==> config.mk <==
export PLATFORM = sky130hd
export DESIGN_NAME = image_op_sequencer
export DESIGN_NICKNAME = d
export VERILOG_FILES = /design/src/rtl/image_proc_pkg.sv /design/src/rtl/op_cmd_fifo.sv /design/src/rtl/image_op_sequencer.sv
export SDC_FILE = /design/constraint.sdc
export NUM_CORES = 1
export LEC_CHECK = 0
export CAP_MARGIN = 10
export CORE_MARGIN = 4
export CORE_UTILIZATION = 58
export CTS_CLUSTER_SIZE = 12
export DETAILED_ROUTE_END_ITERATION = 12
export DONT_BUFFER_PORTS = 1
export GPL_ROUTABILITY_DRIVEN = 0
export PLACE_DENSITY_LB_ADDON = 0.08
export SLEW_MARGIN = 20
export SYNTH_ARGS = -nofsm -noshare
export SYNTH_HDL_FRONTEND = slang
export SYNTH_HIERARCHICAL = 1
export SYNTH_SLANG_ARGS = --single-unit
==> constraint.sdc <==
create_clock -name HCLK -period 2.89 [get_ports HCLK]
set_input_delay 0.289 -clock HCLK [delete_from_list [all_inputs] [get_ports HCLK]]
set_output_delay 0.289 -clock HCLK [all_outputs]
set_load 0.1 [all_outputs]
==> src/rtl/image_proc_pkg.sv <==
// Shared definitions for the image operation sequencer: opcodes, FSM states,
// command word layout and the dimension legality helper.
package image_proc_pkg;

    localparam int COORD_W = 11;
    localparam int PARAM_W = 8;
    localparam int OPC_W   = 2;
    localparam int CMD_W   = OPC_W + PARAM_W + 2 * COORD_W;

    typedef enum logic [OPC_W-1:0] {
        OP_BRIGHTNESS = 2'd0,
        OP_GRAYSCALE  = 2'd1,
        OP_ROTATE     = 2'd2,
        OP_ILLEGAL    = 2'd3
    } opcode_e;

    typedef enum logic [1:0] {
        ST_IDLE = 2'd0,
        ST_LOAD = 2'd1,
        ST_SCAN = 2'd2,
        ST_DONE = 2'd3
    } seq_state_e;

    typedef struct packed {
        opcode_e              opcode;
        logic [PARAM_W-1:0]   param;
        logic [COORD_W-1:0]   width;
        logic [COORD_W-1:0]   height;
    } cmd_t;

    function automatic logic dim_legal(input logic [COORD_W-1:0] dim, input int max_dim);
        return (dim != '0) && (int'(dim) <= max_dim);
    endfunction

endpackage

==> src/rtl/op_cmd_fifo.sv <==
// Synchronous command FIFO; full/empty come straight from the registered count.
module op_cmd_fifo
    import image_proc_pkg::*;
#(
    parameter int WIDTH = CMD_W,
    parameter int DEPTH = 2
) (
    input  logic             clk_sys,
    input  logic             rst_n,
    input  logic             push,
    input  logic [WIDTH-1:0] wdata,
    input  logic             pop,
    output logic [WIDTH-1:0] rdata,
    output logic             empty,
    output logic             full
);

    localparam int PW = (DEPTH > 1) ? $clog2(DEPTH) : 1;
    localparam int CW = $clog2(DEPTH + 1);

    logic [WIDTH-1:0] mem_q [DEPTH];
    logic [WIDTH-1:0] mem_d [DEPTH];
    logic [PW-1:0]    wr_ptr_q, wr_ptr_d, rd_ptr_q, rd_ptr_d;
    logic [CW-1:0]    count_q, count_d;
    logic             do_push, do_pop;

    assign empty   = (count_q == '0);
    assign full    = (count_q == CW'(DEPTH));
    assign rdata   = mem_q[rd_ptr_q];
    assign do_pop  = pop && !empty;
    // A full queue can still take a word when the head leaves in the same cycle.
    assign do_push = push && (!full || do_pop);

    always_comb begin
        mem_d    = mem_q;
        wr_ptr_d = wr_ptr_q;
        rd_ptr_d = rd_ptr_q;
        count_d  = count_q;
        if (do_push) begin
            mem_d[wr_ptr_q] = wdata;
            wr_ptr_d = (wr_ptr_q == PW'(DEPTH - 1)) ? '0 : wr_ptr_q + PW'(1);
        end
        if (do_pop) begin
            rd_ptr_d = (rd_ptr_q == PW'(DEPTH - 1)) ? '0 : rd_ptr_q + PW'(1);
        end
        case ({do_push, do_pop})
            2'b10:   count_d = count_q + CW'(1);
            2'b01:   count_d = count_q - CW'(1);
            default: count_d = count_q;
        endcase
    end

    always_ff @(posedge clk_sys or negedge rst_n) begin
        if (!rst_n) begin
            mem_q    <= '{default: '0};
            wr_ptr_q <= '0;
            rd_ptr_q <= '0;
            count_q  <= '0;
        end else begin
            mem_q    <= mem_d;
            wr_ptr_q <= wr_ptr_d;
            rd_ptr_q <= rd_ptr_d;
            count_q  <= count_d;
        end
    end

endmodule

==> src/rtl/image_op_sequencer.sv <==
// Pops queued image commands and walks the source frame in raster order,
// producing read/write pixel coordinates for the datapath.
//   state | meaning
//   IDLE  | waiting for a queued command
//   LOAD  | pop and latch command, reject illegal opcode / empty frame
//   SCAN  | issue one pixel beat per accepted handshake
//   DONE  | frame_done pulse, back to IDLE
module image_op_sequencer
    import image_proc_pkg::*;
#(
    parameter int MAX_DIM    = 2047,
    parameter int FIFO_DEPTH = 2
) (
    input  logic               HCLK,
    input  logic               HRESETn,
    input  logic               cmd_valid,
    output logic               cmd_ready,
    input  logic [OPC_W-1:0]   cmd_opcode,
    input  logic [PARAM_W-1:0] cmd_param,
    input  logic [COORD_W-1:0] img_width,
    input  logic [COORD_W-1:0] img_height,
    input  logic               pix_ready,
    output logic               pix_valid,
    output logic [COORD_W-1:0] rd_row,
    output logic [COORD_W-1:0] rd_col,
    output logic [COORD_W-1:0] wr_row,
    output logic [COORD_W-1:0] wr_col,
    output logic [OPC_W-1:0]   op_opcode,
    output logic [PARAM_W-1:0] op_param,
    output logic [COORD_W-1:0] out_width,
    output logic [COORD_W-1:0] out_height,
    output logic               frame_start,
    output logic               frame_done,
    output logic               busy,
    output logic               err_opcode
);

    seq_state_e         state_q, state_d;
    opcode_e            op_q, op_d;
    logic [PARAM_W-1:0] param_q, param_d;
    logic [COORD_W-1:0] w_q, w_d, h_q, h_d;
    logic [COORD_W-1:0] row_q, row_d, col_q, col_d;
    cmd_t               cmd_in, head;
    logic [CMD_W-1:0]   fifo_rdata;
    logic               fifo_empty, fifo_full, rotate;

    assign cmd_in    = {cmd_opcode, cmd_param, img_width, img_height};
    assign head      = fifo_rdata;
    assign cmd_ready = !fifo_full;

    op_cmd_fifo #(.WIDTH(CMD_W), .DEPTH(FIFO_DEPTH)) u_fifo (
        .clk_sys (HCLK),
        .rst_n   (HRESETn),
        .push    (cmd_valid && cmd_ready),
        .wdata   (cmd_in),
        .pop     (state_q == ST_LOAD),
        .rdata   (fifo_rdata),
        .empty   (fifo_empty),
        .full    (fifo_full)
    );

    always_comb begin
        state_d     = state_q;
        op_d        = op_q;
        param_d     = param_q;
        w_d         = w_q;
        h_d         = h_q;
        row_d       = row_q;
        col_d       = col_q;
        frame_start = 1'b0;
        err_opcode  = 1'b0;
        case (state_q)
            ST_IDLE: if (!fifo_empty) state_d = ST_LOAD;
            ST_LOAD: begin
                row_d = '0;
                col_d = '0;
                // Illegal commands are dropped without disturbing the last frame's fields.
                if (head.opcode == OP_ILLEGAL) begin
                    err_opcode = 1'b1;
                    state_d    = ST_IDLE;
                end else begin
                    op_d        = head.opcode;
                    param_d     = head.param;
                    w_d         = head.width;
                    h_d         = head.height;
                    frame_start = 1'b1;
                    state_d     = (dim_legal(head.width, MAX_DIM) && dim_legal(head.height, MAX_DIM))
                                  ? ST_SCAN : ST_DONE;
                end
            end
            ST_SCAN: begin
                if (pix_ready) begin
                    if (col_q == w_q - 11'd1) begin
                        col_d = '0;
                        if (row_q == h_q - 11'd1) begin
                            row_d   = '0;
                            state_d = ST_DONE;
                        end else begin
                            row_d = row_q + 11'd1;
                        end
                    end else begin
                        col_d = col_q + 11'd1;
                    end
                end
            end
            ST_DONE: state_d = ST_IDLE;
            default: state_d = ST_IDLE;
        endcase
    end

    always_ff @(posedge HCLK or negedge HRESETn) begin
        if (!HRESETn) begin
            state_q <= ST_IDLE;
            op_q    <= OP_BRIGHTNESS;
            param_q <= '0;
            w_q     <= '0;
            h_q     <= '0;
            row_q   <= '0;
            col_q   <= '0;
        end else begin
            state_q <= state_d;
            op_q    <= op_d;
            param_q <= param_d;
            w_q     <= w_d;
            h_q     <= h_d;
            row_q   <= row_d;
            col_q   <= col_d;
        end
    end

    assign rotate     = (op_q == OP_ROTATE);
    assign pix_valid  = (state_q == ST_SCAN);
    assign frame_done = (state_q == ST_DONE);
    assign busy       = (state_q != ST_IDLE);
    assign rd_row     = pix_valid ? row_q : '0;
    assign rd_col     = pix_valid ? col_q : '0;
    assign wr_row     = pix_valid ? (rotate ? col_q : row_q) : '0;
    assign wr_col     = pix_valid ? (rotate ? (h_q - 11'd1 - row_q) : col_q) : '0;
    assign op_opcode  = op_q;
    assign op_param   = param_q;
    assign out_width  = rotate ? h_q : w_q;
    assign out_height = rotate ? w_q : h_q;

endmodule

==> results.txt <==
Gate Count Post-Synth -> 745
#FFs+latches synth -> 124
CP max-delay cell -> dfrtp_2
Setup Total Neg Slack -> -4.69 ns
Largest family of logic cells by synthesized area -> simple AND/OR/NAND/NOR gates
Slew margin rel. -> 22.9%
Avg WL per Cell -> 22.4 µm
CTS Root Cell -> clkbuf_16
Synth area leader -> dfrtp_1
Hold crit path type -> input port to async pin
Max Cap Viol -> 0
Routed wire length -> 23000 µm
Die width -> 121 µm
Startpoint types -> flop
Synth-to-Final Area Change -> 38.5%
Synth Area in Adders -> 2.81%
Die H -> 121 µm
Final worst setup slack -> -0.542 ns
Via count -> 6402
Ant. Diodes -> 0
Met3 WL -> 2200 µm
R2r worst-path depth -> 15
H-tree depth -> 4
Initial antenna violation count -> 0
CORE AREA -> 12300 µm²
Clock transition at the registers of the reported paths -> 0.06 ns
Post-synth top flop -> dfrtp_1
Post-synth top cells -> dfrtp_1, nand2_1, mux2_2, nor2_1, a21oi_1
Largest net degree at the start of global routing -> 125
Worst Tran Pin Value -> 1.16 ns
Post-synthesis xor/xnor area fraction -> 4.97%
Mapped Area -> 7390 µm²
Port buffer count -> 0
Syn nets -> 797
Count of different cell masters after synthesis -> 63
CTS tree -> built
Number of global-route vias before repair -> 6529
DR WL met2 -> 11100 µm
Initial Util -> 60.3%
Simple-Gate Fraction of Synth Area -> 19.4%
Setup WS pre-CTS -> -0.0705 ns
CTS Buf Count -> 17
Worst clock skew -> 0.00991 ns
Compound-Gate Fraction of Synth Area -> 7.21%
Top-count cell post-synth -> dfrtp_1
Final setup viols -> 19
Final Non-Filler Cells -> 1027
Share of cells above drive strength 1 -> 44.4%
Post-synth EDFFs -> 0
GRT Resource Usage Total -> 29.8%
Top Ports -> 118
Synth top area share -> 42.0%
FP Rows -> 40
Vias per cell -> 6.23
CTS sink count -> 124
Seq/Total Area, Yosys -> 42.0%
Fraction of synthesized area in multiplexers -> 18.7%
Inst Count DP -> 963
First-pass GRT wire length -> 33900 µm
Fin crit period -> 3.43 ns
Uppermost layer routed -> met4
Endpoints failing hold -> 124
CP Class -> flop to primary output
Reg2Reg Setup Slack -> -0.37 ns
Worst Path Arrival -> 3.14 ns
Max clock buf depth -> 2
R2R Path Start -> h_q[3]
Post-Syn Area per Cell -> 9.93 µm²
Worst-Skew Late Latency -> 0.43 ns
Worst Setup End Kind -> primary output
CP Max Fanout -> 3
Antenna Nets Post-Route -> 0
Critical path's largest stage delay -> 0.43 ns
Outcome -> complete, but fails checks
FF-to-FF End -> row_q[6]
Drt pass-1 iters -> 6
1st-iter DRT viols -> 621
Final Max Tran Viols -> 0
Area contributors post-synth -> dfrtp_1, mux2_2, nand2_1
HPWL Detailed -> 14600 µm
Period Utilization, post-route -> 119%
DRC violations left -> 0
Fmax -> 291 MHz
Worst Path Required -> 2.60 ns
GR Overflow Total -> 0
Die Area -> 14600 µm²
Tightest hold margin -> -0.439 ns
Worst path cell trace -> nor3_4 -> nand3b_1 -> nor3_2 -> xor2_1 -> ha_1 -> a21o_1 -> a31o_2 -> a21oi_2 -> xnor2_2 -> a21oi_4 -> buf_12
Yosys warns -> 6
Unrepaired setup endpoints after global routing -> yes
Hold-fix buffers, CTS -> 8
Routed metal-1 wirelength -> 8390 µm
Final nets -> 898
Failing checks -> negative hold slack, negative setup slack
Ys async rst share -> 100%
==> kinds of logic after synthesis <==
family	count (synthesis)
AO/OA/AOI/OAI	85
multiplexers	123
flip-flops	124
buffers and inverters	69
adder cells (fa/ha/maj)	16
XOR/XNOR	42
AND/OR/NAND/NOR	286
==> flip-flops by register name (all words and copies together) (netlist names), 2 cells and up, named ones only <==
register	cells
row_q	11
w_q	11
col_q	11
u_fifo/mem_q	64
h_q	11
op_param	8
op_opcode	2
u_fifo/count_q	2
==> layout by cell type (no fill, tap or decap), types with 4 or more instances in the layout <==
| cell | instances |
|---|---|
| o21ai_2 | 6 |
| mux2_2 | 110 |
| o21ai_0 | 8 |
| nor2_4 | 4 |
| nor4_2 | 6 |
| nor4_1 | 9 |
| a31oi_1 | 8 |
| dlygate4sd3_1 | 8 |
| nand3_2 | 4 |
| nor2_1 | 25 |
| xor2_1 | 21 |
| xnor2_2 | 4 |
| nor2b_1 | 4 |
| nor3_1 | 12 |
| nor2_2 | 12 |
| buf_6 | 8 |
| a21oi_1 | 6 |
| inv_1 | 16 |
| clkbuf_16 | 17 |
| nand3_1 | 15 |
| a21oi_2 | 19 |
| dfrtp_1 | 121 |
| mux2_1 | 12 |
| clkinvlp_4 | 4 |
| and3_1 | 10 |
| nand2_1 | 115 |
| ha_1 | 9 |
| nand2_2 | 4 |
| buf_4 | 59 |
| nand2b_1 | 6 |
| buf_12 | 56 |
| a21oi_4 | 6 |
| o31ai_1 | 5 |
| clkbuf_8 | 5 |
| and2_1 | 16 |
| xnor2_1 | 15 |
==> metal layers <==
metal / vias to the layer above / track usage [%]
met4: 0 / 14.4
met2: 375 / 50.6
li1: 2799 / -
met3: 111 / 9.42
met1: 3117 / 34.0
met5: - / 0
==> final cells by class <==
cell class / count / area [µm²]
clock buffer: 23 / 498
timing repair buffer: 131 / 1730
fill: 640 / 2020
inverter: 20 / 75.1
multi-input combinational: 552 / 4510
clock inverter: 9 / 109
tap: 168 / 210
sequential: 124 / 3110
==> worst max-delay path by stage <==
stage	start	end	slack (ns)
global route	h_q[3]	wr_col[10]	-0.62
floorplan	op_opcode[1]	wr_col[1]	-0.26
detailed placement	h_q[3]	row_q[6]	-0.07
finish	h_q[3]	wr_col[10]	-0.54
global placement	h_q[0]	wr_col[9]	0.07
CTS	h_q[4]	wr_col[10]	-0.40
==> metrics by stage <==
step / util [%] / cell area, µm²
floorplan: - / 7590
global placement: 73.3 / 8990
detailed placement: 73.3 / 8990
CTS: 80.8 / 9900
global route: 83.5 / 10200
finish: 83.5 / 10200
==> repair_timing <==
action	CTS	global route
pin swaps	17	16
setup endpoints to repair	12	26
resized for setup	24	56
endpoints found under the hold margin	133	124
buffers inserted	16	9
gates cloned	0	0
==> critical path: cells and delay by family (launching register included) <==
family,cells,cell delay [ns]
compound gates,4,0.86
simple gates,3,0.61
flops,1,0.43
xor+xnor,2,0.30
fa+ha+maj,1,0.30
buf+inv,1,0.20
Power is left out: the tool's default activity adds up to more than one toggle a clock period on the data nets, which glitch-free logic cannot reach.
